File: src/rtl/fml_burst_writer.sv
// fml_burst_writer: packs a 64-bit stream into 4-beat FML write bursts.
// Define FML_BURST_WRITER_STATS_EN to build the request stall counter.
module fml_burst_writer #(
  parameter int fml_depth = 26,
  parameter int cnt_width = 16
) (
  input  logic                 sys_clk,
  input  logic                 sys_rst_n,
  input  logic                 start,
  input  logic                 abort,
  input  logic [fml_depth-1:0] base_adr,
  input  logic [cnt_width-1:0] nbursts,
  output logic                 busy,
  output logic                 done,
  input  logic [63:0]          st_data,
  input  logic [7:0]           st_sel,
  input  logic                 st_valid,
  output logic                 st_ready,
  output logic [fml_depth-1:0] fml_adr,
  output logic                 fml_stb,
  output logic                 fml_we,
  input  logic                 fml_ack,
  output logic [7:0]           fml_sel,
  output logic [63:0]          fml_do,
  output logic [31:0]          stall_cnt
);

  localparam int AW = cnt_width + 2;

  typedef enum logic [1:0] {
    IDLE,
    WAIT,
    REQ,
    DATA
  } state_e;

  state_e               state_q, state_d;
  logic [fml_depth-1:0] adr_q, adr_d;
  logic [cnt_width-1:0] nb_q, nb_d;
  logic [cnt_width-1:0] bdone_q, bdone_d;
  logic [AW-1:0]        acc_q, acc_d;
  logic [AW-1:0]        acc_max;
  logic                 abort_q, abort_d;
  logic [1:0]           full_q, full_d;
  logic                 wbank_q, wbank_d;
  logic                 rbank_q, rbank_d;
  logic [1:0]           widx_q, widx_d;
  logic [1:0]           beat_q, beat_d;
  logic [63:0]          do_q, do_d;
  logic [7:0]           sel_q, sel_d;
  logic [71:0]          mem_q [2][4];
  logic                 accept;
  logic                 done_c;
  logic                 unused_lo;

  assign unused_lo = ^base_adr[4:0];
  assign acc_max   = {nb_q, 2'b00};
  assign busy      = (state_q != IDLE) & ~done_c;
  assign done      = done_c;
  assign st_ready  = busy & ~abort_q & ~full_q[wbank_q]
                   & (acc_q < acc_max);
  assign accept    = st_valid & st_ready;
  assign fml_adr   = adr_q;
  assign fml_we    = 1'b1;
  assign fml_do    = do_q;
  assign fml_sel   = sel_q;

  always_ff @(posedge sys_clk) begin
    if (accept) begin
      mem_q[wbank_q][widx_q] <= {st_sel, st_data};
    end
  end

  always_comb begin
    state_d = state_q;
    adr_d   = adr_q;
    nb_d    = nb_q;
    bdone_d = bdone_q;
    acc_d   = acc_q;
    abort_d = abort_q | abort;
    full_d  = full_q;
    wbank_d = wbank_q;
    rbank_d = rbank_q;
    widx_d  = widx_q;
    beat_d  = beat_q;
    do_d    = '0;
    sel_d   = '0;
    done_c  = 1'b0;
    fml_stb = 1'b0;
    if (accept) begin
      widx_d = widx_q + 2'd1;
      acc_d  = acc_q + AW'(1);
      if (widx_q == 2'd3) begin
        full_d[wbank_q] = 1'b1;
        wbank_d         = ~wbank_q;
      end
    end
    unique case (state_q)
      IDLE: begin
        abort_d = 1'b0;
        if (start) begin
          adr_d   = {base_adr[fml_depth-1:5], 5'b0};
          nb_d    = nbursts;
          bdone_d = '0;
          acc_d   = '0;
          state_d = WAIT;
        end
      end
      WAIT: begin
        if (full_q[rbank_q] && !abort_q) begin
          state_d = REQ;
        end else if (abort_q || bdone_q == nb_q) begin
          // Pending or partial banks are dropped on the way out.
          done_c  = 1'b1;
          state_d = IDLE;
          full_d  = '0;
          widx_d  = '0;
          wbank_d = 1'b0;
          rbank_d = 1'b0;
        end
      end
      REQ: begin
        fml_stb = 1'b1;
        if (fml_ack) begin
          state_d        = DATA;
          beat_d         = '0;
          {sel_d, do_d}  = mem_q[rbank_q][0];
        end
      end
      DATA: begin
        beat_d = beat_q + 2'd1;
        if (beat_q != 2'd3) begin
          {sel_d, do_d} = mem_q[rbank_q][beat_q + 2'd1];
        end else begin
          full_d[rbank_q] = 1'b0;
          rbank_d         = ~rbank_q;
          adr_d           = adr_q + fml_depth'(32);
          bdone_d         = bdone_q + cnt_width'(1);
          // Skip WAIT when the other bank is already queued.
          if (full_q[~rbank_q] && !abort_q && !abort) begin
            state_d = REQ;
          end else begin
            state_d = WAIT;
          end
        end
      end
    endcase
  end

  always_ff @(posedge sys_clk or negedge sys_rst_n) begin
    if (!sys_rst_n) begin
      state_q <= IDLE;
      adr_q   <= '0;
      nb_q    <= '0;
      bdone_q <= '0;
      acc_q   <= '0;
      abort_q <= 1'b0;
      full_q  <= '0;
      wbank_q <= 1'b0;
      rbank_q <= 1'b0;
      widx_q  <= '0;
      beat_q  <= '0;
      do_q    <= '0;
      sel_q   <= '0;
    end else begin
      state_q <= state_d;
      adr_q   <= adr_d;
      nb_q    <= nb_d;
      bdone_q <= bdone_d;
      acc_q   <= acc_d;
      abort_q <= abort_d;
      full_q  <= full_d;
      wbank_q <= wbank_d;
      rbank_q <= rbank_d;
      widx_q  <= widx_d;
      beat_q  <= beat_d;
      do_q    <= do_d;
      sel_q   <= sel_d;
    end
  end

`ifdef FML_BURST_WRITER_STATS_EN
  logic [31:0] stall_q, stall_d;

  always_comb begin
    stall_d = stall_q;
    if (state_q == IDLE && start) begin
      stall_d = '0;
    end else if (fml_stb && !fml_ack && stall_q != 32'hFFFF_FFFF) begin
      stall_d = stall_q + 32'd1;
    end
  end

  always_ff @(posedge sys_clk or negedge sys_rst_n) begin
    if (!sys_rst_n) begin
      stall_q <= '0;
    end else begin
      stall_q <= stall_d;
    end
  end

  assign stall_cnt = stall_q;
`else
  assign stall_cnt = '0;
`endif

endmodule

File: config.mk
export PLATFORM = sky130hd
export DESIGN_NAME = fml_burst_writer
export DESIGN_NICKNAME = d
export VERILOG_FILES = /design/src/rtl/fml_burst_writer.sv
export SDC_FILE = /design/constraint.sdc
export NUM_CORES = 1
export LEC_CHECK = 0
export BUFFER_PORTS_ARGS = -buffer_cell sky130_fd_sc_hd__buf_4
export CAP_MARGIN = 25
export CORE_ASPECT_RATIO = 0.75
export CORE_MARGIN = 1
export CORE_UTILIZATION = 55
export DETAILED_ROUTE_END_ITERATION = 16
export HOLD_SLACK_MARGIN = 0.15
export PLACE_DENSITY = 0.74
export SLEW_MARGIN = 20
export SYNTH_ARGS = -nofsm -noshare
export SYNTH_HDL_FRONTEND = slang
export SYNTH_SLANG_ARGS = --single-unit
File: constraint.sdc
create_clock -name sys_clk -period 11 [get_ports sys_clk]
set_clock_uncertainty 0.1 [all_clocks]
set_input_delay 0 -clock sys_clk [delete_from_list [all_inputs] [get_ports sys_clk]]
set_output_delay 0 -clock sys_clk [all_outputs]
set_load 0.1 [all_outputs]
==> impl_metrics.yaml, run 1 <==
drt:
  drtIter0Drc: 1980
  finalWirelength_um: 70200
  drcViolationCount: 0
  viasPerCell: 5.80
  wl_per_cell_um: 22.5
  ant_nets: 0
  vias: 18100
  firstDrtPassIters: 5
floorplan:
  ios: 255
  initial_core_util: 0.558
  die_h_um: 203
  die_area_mm2: 0.0549
  row_count: 73
  core_area_mm2: 0.0532
  die_x_um: 270
synthesis:
  synthTopCellsByArea: "edfxtp_1 (58%), dfrtp_1 (13%), mux2i_1 (9.0%)"
  synth-edff-count: 576
  synth-seq-cells: 730
  ys_seq_area_frac: 0.713
  synthArstFlopShare: 0.211
  ys_warn_count: 0
  yosysTopAreaCell: "edfxtp_1"
  ys_types: 53
  synth_top_area_frac: 0.583
  synth_most_common_cell: "edfxtp_1"
  synth_ff_type: "edfxtp_1"
  netlist_area_mm2: 0.0297
  synthCells: 1863
  synthTopCellsByCount: "edfxtp_1 (576), mux2i_1 (268), dfrtp_1 (154)"
  syn_avg_cell_area_um2: 15.9
critical_path:
  crit_family: "buffers and inverters"
  path_class: "flop to flop"
  cpPeakStageDelay_ps: 840
  path_buf_inv: 3
  worstPathRequired_ps: 11120
  crit_path_end_kind: "flop"
  worstPathCellList: "inv_1 > ha_1 > a21oi_1 > o21ai_0 > a2111oi_0 > nor2_1 > buf_4 > nor2_1 > and3_4 > buf_4"
  critical_path_arrival_ps: 4510
  critPathLaunchType: "flop"
  crit_fanout: 52
  slowest_stage: "buf_4"
worst_hold_path:
  hp-class: "input pin to flop"
sta:
  slew_viol_final: 0
  fin_crit_ps: 4400
  tightestPinTransition_ps: 1070
  finalSetupViolCount: 0
  fin_crit_sh: 0.400
  finalSetupTns_ps: 0
  rsz0062_at_grt: "false"
  slew_headroom: 0.287
  max_freq_ghz: 0.227
  hold_viol_final: 0
clock_tree:
  cts_tree: "done"
  cts_buffers: 69
  cts_root_buf: "clkbuf_16"
  clkSinkCount: 730
  clk_path_buf_depth: 3
  h-tree-depth: 3
  insertion_delay_ps: 600
  clk_pin_slew_ps: 60
power_and_ir_drop:
  power.leakage_nw: 13.3
  pwr_density_cell_mw_per_mm2: 264
  p_total_w: 0.00978
  ir_drop_uv: 189
global_routing:
  antenna_found_initial: 4
  grt_usage: 0.256
  overflow: 0
  grt_max_degree: 138
  grt_pass1_vias: 18300
  grt_pass1_wl_um: 107000
final_layout:
  area.growth.synth_to_final_pct: 24.9
  num-fill-cells: 3471
  final_nets: 2486
  final_cells: 3115
  drive_gt1_frac: 0.186
placed_design:
  hpwlAfterDp_um: 34900
  gp_congestion: 0.858
  numPortBuffers: 211
  dp.cells: 2711
outcome:
  status: "finished, final reports clean"
flow_run:
  maxCapViolCount: 0
[cells by family (layout without fill, tap and decap cells)]
| group | Yosys count | in the layout | share of synthesized area |
|---|---|---|---|
| DFF | 730 | 730 | 0.713 |
| muxes | 342 | 342 | 0.137 |
| AOI/OAI and AO/OA | 320 | 320 | 0.0653 |
| and+or+nand+nor | 253 | 253 | 0.0407 |
| buffers and inverters | 166 | 665 | 0.0266 |
| xor gates and xnor gates | 27 | 27 | 0.00797 |
| adders and majority gates | 23 | 23 | 0.00970 |
| other | 2 | 43 | 0.000253 |
[metrics by stage]
stage / hold WS (ps) / worst slack, ps / util / instance area (µm²)
3_3_place_gp: -139 / 6870 / 0.600 / 31900
3_5_place_dp: -138 / 6900 / 0.601 / 31900
5_1_grt: 192 / 6370 / 0.697 / 37000
4_1_cts: 158 / 6870 / 0.696 / 37000
6_report: 216 / 6600 / 0.697 / 37000
2_1_floorplan: -396 / 3270 / - / 29800
[worst min-delay path, cell delays in order]
cell	delay, ps
dlygate4sd3_1	550
buf_4	110
o21ai_0	70
a21oi_1	140
[path summary, 6_finish.rpt]
| path | start | to | slack (ps) | depth (start not counted) |
|---|---|---|---|---|
| worst max-delay path | nb_q[11] | mem_q[1][242] | 6600 | 10 |
| worst min-delay path | base_adr[13] | fml_adr[13] | 220 | 4 |
| worst max register to register | nb_q[11] | mem_q[1][242] | 6600 | 10 |
| worst min register to register | beat_q[1] | beat_q[1] | 460 | 2 |
| max in group asynchronous | sys_rst_n | acc_q[14] | 8660 | 5 |
| min in group asynchronous | sys_rst_n | bdone_q[7] | 410 | 4 |
[sequential cells by signal, indices dropped and copies added (netlist names), 2 cells and up]
register,flops
beat_q,2
fml_sel,8
nb_q,16
acc_q,18
full_q,2
state_q,2
mem_q,576
bdone_q,16
fml_do,64
widx_q,2
fml_adr,21
[repair_timing]
item / in CTS / in global routing
endpoints found under the hold margin: 776 / 0
setup buffers: 0 / 0
resized for setup: 0 / 0
hold buffers: 272 / 0
[power breakdown]
part	internal [W]	leakage [nW]	switching, W
clock	0.00142	1.14	0.00101
sequential	0.00330	7.23	0.000234
combinational	0.00132	4.93	0.00249
[per-layer routing]
metal  routed length (µm)  part of all wire  vias to the layer above  global-route usage
met2                34100              0.49                      728               0.416
li1                     -                 -                     8097                   -
met1                29600              0.42                     9107               0.354
met5                   13           0.00019                        -                   0
met3                 4900             0.070                      147              0.0531
met4                 1640             0.023                        2              0.0749
[cells in the final DEF, fill, tap and decap left out, types with 5 or more instances in the layout]
| master | synthesis | routed |
|---|---|---|
| a21o_1 | 30 | 30 |
| mux4_2 | 47 | 47 |
| and3_1 | 12 | 9 |
| o21ai_0 | 94 | 94 |
| edfxtp_1 | 576 | 576 |
| diode_2 | 0 | 5 |
| or3_1 | 6 | 6 |
| conb_1 | 2 | 38 |
| inv_1 | 27 | 25 |
| nor2_1 | 40 | 38 |
| a32oi_1 | 8 | 8 |
| dfrtp_1 | 154 | 152 |
| clkbuf_16 | 0 | 73 |
| mux2_2 | 26 | 26 |
| nand3_1 | 25 | 25 |
| xnor2_1 | 18 | 18 |
| clkinv_1 | 0 | 5 |
| xor2_1 | 9 | 9 |
| buf_4 | 38 | 235 |
| dlygate4sd3_1 | 0 | 271 |
| o31ai_1 | 17 | 17 |
| bufinv_16 | 0 | 7 |
| a21oi_1 | 69 | 69 |
| nand2_1 | 111 | 110 |
| clkbuf_8 | 0 | 6 |
| nor3_1 | 7 | 7 |
| mux2i_1 | 268 | 268 |
| o22ai_1 | 76 | 76 |
| clkinv_2 | 0 | 15 |
| clkbuf_1 | 71 | 14 |
| ha_1 | 23 | 22 |
| nand4_1 | 15 | 15 |
| or4_1 | 16 | 16 |
[cell type report]
cell class | count | area, µm² | area share
clock inverter | 33 | 368 | 0.00993
clock buffer | 93 | 1960 | 0.0530
antenna | 5 | 12.5 | 0.000338
sequential | 730 | 21200 | 0.571
inverter | 27 | 106 | 0.00287
timing repair buffer | 512 | 4620 | 0.125
tap | 712 | 891 | 0.0241
multi-input combinational | 1003 | 7920 | 0.214
(Power assumes the default switching activity.)
==> run 2, diff against run 1 <==
--- a/config.mk
+++ b/config.mk
@@ -9,10 +9,10 @@
 export CAP_MARGIN = 25
 export CORE_ASPECT_RATIO = 0.75
 export CORE_MARGIN = 1
-export CORE_UTILIZATION = 55
+export CORE_UTILIZATION = 54
 export DETAILED_ROUTE_END_ITERATION = 16
 export HOLD_SLACK_MARGIN = 0.15
-export PLACE_DENSITY = 0.74
+export PLACE_DENSITY = 0.76
 export SLEW_MARGIN = 20
 export SYNTH_ARGS = -nofsm -noshare
 export SYNTH_HDL_FRONTEND = slang
==> constraint.sdc (replaced) <==
create_clock -name sys_clk -period 3.6 [get_ports sys_clk]
set_clock_uncertainty 0.1 [all_clocks]
set_input_delay 0 -clock sys_clk [delete_from_list [all_inputs] [get_ports sys_clk]]
set_output_delay 0 -clock sys_clk [all_outputs]
set_load 0.1 [all_outputs]
==> impl_metrics.yaml, run 2 (same netlist as run 1, synthesis figures left out) <==
outcome:
  status: "finished, final reports clean"
critical_path:
  crit_path_end_kind: "output port"
  critical_path_arrival_ps: 3130
  crit_fanout: 9
  rrSetupSlack_ps: 420
  reg2regPathDepth: 8
  rr_startpoint: "acc_q[4]"
  critPathLaunchType: "flop"
  r2r_end: "mem_q[1][193]"
  worstPathRequired_ps: 3500
  path_class: "flop to output port"
clock_tree:
  cts_root_buf: "clkbuf_16"
  cts_resized: 0
  postCtsSetupBuffers: 0
  clk_pin_slew_ps: 70
  cts_buffers: 69
  hold_buffers: 227
  insertion_delay_ps: 600
  h-tree-depth: 3
  clkSinkCount: 730
  clk_path_buf_depth: 3
  cts_tree: "done"
final_layout:
  final_cell_mix: "edfxtp_1 (576), mux2i_1 (268), buf_4 (234)"
  final_nets: 2456
  mostFrequentLayoutCell: "edfxtp_1"
  final_cells: 3081
  area.growth.synth_to_final_pct: 23.9
  top_register: "mem_q"
  drive_gt1_frac: 0.191
  num-fill-cells: 3470
  largest_reg_flops: 576
placed_design:
  numPortBuffers: 211
  hpwlAfterDp_um: 37000
  gp_congestion: 0.859
  dp.cells: 2727
  post-place-ws_ps: 432
global_routing:
  grt_pass1_wl_um: 105000
  antenna_found_initial: 6
  grt_max_degree: 153
  grt_usage: 0.246
  grt_pass1_vias: 18000
  overflow: 0
floorplan:
  die_area_mm2: 0.0559
  ios: 255
  core_area_mm2: 0.0536
  die_h_um: 205
  row_count: 73
  initial_core_util: 0.553
  die_x_um: 273
worst_hold_path:
  hp-start: "st_data[60]"
  hold_depth: 2
  hold_path_end: "mem_q[1][276]"
  hp-class: "input pin to flop"
sta:
  slew_headroom: 0.236
  finalSetupViolCount: 0
  fin_ws_ps: 365
  max_freq_ghz: 0.309
  rsz0062_at_grt: "false"
  fin_crit_ps: 3230
  tightestPinTransition_ps: 1150
  slew_viol_final: 0
  hold_viol_final: 0
  fin_hold_ws_ps: 187
  fin_crit_sh: 0.899
drt:
  ant_nets: 0
  vias: 17900
  drcViolationCount: 0
  drtIter0Drc: 1757
  viasPerCell: 5.82
  wl_per_cell_um: 22.0
  firstDrtPassIters: 5
  finalWirelength_um: 67700
power_and_ir_drop:
  power.leakage_nw: 13.2
  comb_power_share: 0.400
  clkPwrFrac: 0.241
  ir_drop_uv: 1040
  p_int_w: 0.0182
  pwr_density_cell_mw_per_mm2: 802
  p_sw_w: 0.0113
  pwr-share-seq: 0.359
  switching_share: 0.383
flow_run:
  maxCapViolCount: 0
-- run 2: changes by cell type in the layout (fill, tap and decap cells not counted), sizes merged --
cell and change:
bufinv -2, buf +15, diode -2, dlygate4sd3 -45, inv -1, clkbuf +5, clkinv -4
-- run 2: power groups by stage --
stage / Sequential (W) / Clock, W / Combinational, W
2_1_floorplan: 0.0134 / 0 / 0.00582
3_3_place_gp: 0.0107 / 0 / 0.0113
3_5_place_dp: 0.0107 / 0 / 0.0114
4_1_cts: 0.0106 / 0.00720 / 0.0118
5_1_grt: 0.0107 / 0.00753 / 0.0124
6_report: 0.0106 / 0.00711 / 0.0118
-- run 2: layout make-up --
type	count	area (µm²)	share of cell area
clock buffers	98	1920	0.0522
well taps	712	891	0.0242
clock inverters	26	259	0.00705
inverters	27	109	0.00296
repair buffers	482	4460	0.121
diodes	3	7.51	0.000204
flip-flops and latches	730	21200	0.576
multi-input cells	1003	7960	0.216
-- run 2: worst max-delay path by stage --
stage	from	endpoint	slack, ps
6_report	bdone_q[8]	st_ready	370
5_1_grt	bdone_q[8]	st_ready	230
4_1_cts	bdone_q[8]	st_ready	340
3_5_place_dp	acc_q[4]	mem_q[1][236]	430
3_3_place_gp	nb_q[2]	mem_q[1][236]	440
2_1_floorplan	wbank_q	mem_q[0][100]	-470
-- run 2: metrics by stage --
| step | util | area [µm²] | power (W) | setup TNS [ps] |
|---|---|---|---|---|
| floorplan | - | 29900 | 0.0193 | -106020 |
| detailed placement | 0.602 | 32300 | 0.0221 | 0 |
| finish | 0.686 | 36800 | 0.0295 | 0 |
| CTS | 0.685 | 36800 | 0.0295 | 0 |
| global route | 0.686 | 36800 | 0.0306 | 0 |
| global placement | 0.602 | 32300 | 0.0220 | 0 |
-- run 2: per-layer routing --
metal	vias to the layer above	track usage	wire [µm]
met4	4	0.0734	1630
met5	-	0	21
met3	137	0.0488	5270
met1	8989	0.345	28300
li1	8035	-	-
met2	763	0.393	32400
-- run 2: worst max-delay path: stages (launching register included) --
cell     delay (ps)
dfrtp_1         430
xnor2_1         200
nand4_1         150
or4_1           690
o21ai_1         640
nor2_1          140
buf_4           280
==> run 3, diff against run 2 <==
--- a/config.mk
+++ b/config.mk
@@ -9,10 +9,9 @@
 export CAP_MARGIN = 25
 export CORE_ASPECT_RATIO = 0.75
 export CORE_MARGIN = 1
-export CORE_UTILIZATION = 54
+export CORE_UTILIZATION = 35
 export DETAILED_ROUTE_END_ITERATION = 16
 export HOLD_SLACK_MARGIN = 0.15
-export PLACE_DENSITY = 0.76
 export SLEW_MARGIN = 20
 export SYNTH_ARGS = -nofsm -noshare
 export SYNTH_HDL_FRONTEND = slang
==> impl_metrics.yaml, run 3 (same netlist as run 1, synthesis figures left out) <==
clock_tree:
  cts_root_buf: "clkbuf_16"
  postCtsSetupBuffers: 0
  cts_resized: 0
  hold_buffers: 256
  clk_pin_slew_ps: 60
  h-tree-depth: 3
  clkSinkCount: 730
  insertion_delay_ps: 620
  cts_tree: "done"
  cts_buffers: 75
  clk_path_buf_depth: 3
critical_path:
  slowest_stage: "nor4_1"
  reg2regPathDepth: 8
  r2r_end: "mem_q[1][236]"
  worstPathCellList: "xnor2_1 > nand4_1 > nor4_1 > o21ai_0 > inv_1 > buf_4"
  cpPeakStageDelay_ps: 770
  critical_path_arrival_ps: 3250
  crit_fanout: 6
  rrSetupSlack_ps: 310
  crit_family: "simple AND/OR/NAND/NOR gates"
  path_depth: 6
  path_class: "flop to output port"
  worstPathRequired_ps: 3500
  critPathLaunchType: "flop"
  rr_startpoint: "acc_q[4]"
  path_buf_inv: 2
  crit_path_end_kind: "output port"
final_layout:
  regArea_mm2: 0.0212
  area.growth.synth_to_final_pct: 27.8
  largest_reg_flops: 576
  top_register: "mem_q"
  final_cell_mix: "edfxtp_1 (576), mux2i_1 (268), dlygate4sd3_1 (255)"
  num-fill-cells: 7231
  final_cell_area_mm2: 0.0379
  final_nets: 2498
  drive_gt1_frac: 0.197
  multi_input_area_mm2: 0.00796
  mostFrequentLayoutCell: "edfxtp_1"
sta:
  fin_crit_ps: 3350
  hold_viol_final: 0
  finalSetupTns_ps: 0
  max_freq_ghz: 0.298
  fin_hold_ws_ps: 281
  fin_ws_ps: 246
  fin_crit_sh: 0.932
  finalSetupViolCount: 0
  slew_headroom: 0.395
  slew_viol_final: 0
  rsz0062_at_grt: "false"
  tightestPinTransition_ps: 904
power_and_ir_drop:
  p_int_w: 0.0186
  switching_share: 0.384
  p_total_w: 0.0302
  comb_power_share: 0.395
  pwr_density_cell_mw_per_mm2: 797
  ir_drop_uv: 711
  pwr-share-seq: 0.352
  power.leakage_nw: 13.5
  clkPwrFrac: 0.253
  p_sw_w: 0.0116
worst_hold_path:
  hp-start: "st_valid"
  hold_path_end: "widx_q[0]"
  hold_depth: 5
  hp-class: "input pin to flop"
floorplan:
  ios: 255
  die_h_um: 254
  die_x_um: 338
  row_count: 92
  die_area_mm2: 0.0859
  core_area_mm2: 0.0839
  initial_core_util: 0.353
drt:
  firstDrtPassIters: 5
  vias: 17800
  drcViolationCount: 0
  ant_nets: 0
  wl_per_cell_um: 20.4
  viasPerCell: 5.01
  finalWirelength_um: 72500
  drtIter0Drc: 1387
global_routing:
  overflow: 0
  grt_max_degree: 97
  grt_pass1_wl_um: 111000
  grt_pass1_vias: 18200
  antenna_found_initial: 13
  grt_usage: 0.169
placed_design:
  post-place-ws_ps: 340
  dpl_cell_area_mm2: 0.0329
  gp_congestion: 0.809
  hpwlAfterDp_um: 41200
  numPortBuffers: 211
outcome:
  status: "finished, final reports clean"
flow_run:
  maxCapViolCount: 0
==> run 3: cell count changes in the layout (fill, tap and decap cells not counted), sizes merged <==
cell,change
dlygate4sd3,+29
diode,+3
buf,+7
inv,+3
clkinvlp,-1
clkinv,+11
clkbuf,+1
==> run 3: power by group through the flow <==
stage / clock network, W / logic [W] / registers, W
2_1_floorplan: 0 / 0.00582 / 0.0134
3_3_place_gp: 0 / 0.0114 / 0.0108
3_5_place_dp: 0 / 0.0115 / 0.0108
4_1_cts: 0.00785 / 0.0120 / 0.0106
5_1_grt: 0.00816 / 0.0126 / 0.0107
6_report: 0.00764 / 0.0119 / 0.0106
==> run 3: worst max-delay path by stage <==
stage / end / startpoint / slack (ps)
3_3_place_gp: mem_q[1][240] / nb_q[2] / 300
2_1_floorplan: mem_q[0][100] / wbank_q / -470
3_5_place_dp: mem_q[1][240] / acc_q[4] / 340
6_report: done / bdone_q[1] / 250
5_1_grt: st_ready / acc_q[4] / 60
4_1_cts: st_ready / bdone_q[1] / 210
==> run 3: cell type report <==
| type | count | share of cell area |
|---|---|---|
| Antenna cell | 6 | 0.000396 |
| Clock buffer | 99 | 0.0540 |
| Clock inverter | 39 | 0.00971 |
| Inverter | 27 | 0.00287 |
| Multi-Input combinational cell | 1003 | 0.210 |
| Sequential cell | 730 | 0.558 |
| Tap cell | 1128 | 0.0372 |
| Timing Repair Buffer | 518 | 0.127 |
==> run 3: routing by layer <==
metal,GRT usage,vias up,part of all wire
met5,0,-,0.00074
met4,0.0490,8,0.025
met3,0.0359,141,0.057
met2,0.270,531,0.47
met1,0.231,8967,0.45
li1,-,8148,-
==> run 3: metrics by stage <==
stage / util / std cells
after floorplan: - / 1899
after global placement: 0.392 / 3150
after detailed placement: 0.392 / 3150
after CTS: 0.451 / 3544
after global routing: 0.451 / 3546
final: 0.452 / 3550
==> run 3: tightest hold or removal path, delay by kind of cell <==
kind	cells	cell delay [ps]
AOI/OAI and AO/OA	3	250
buffers and inverters	2	710
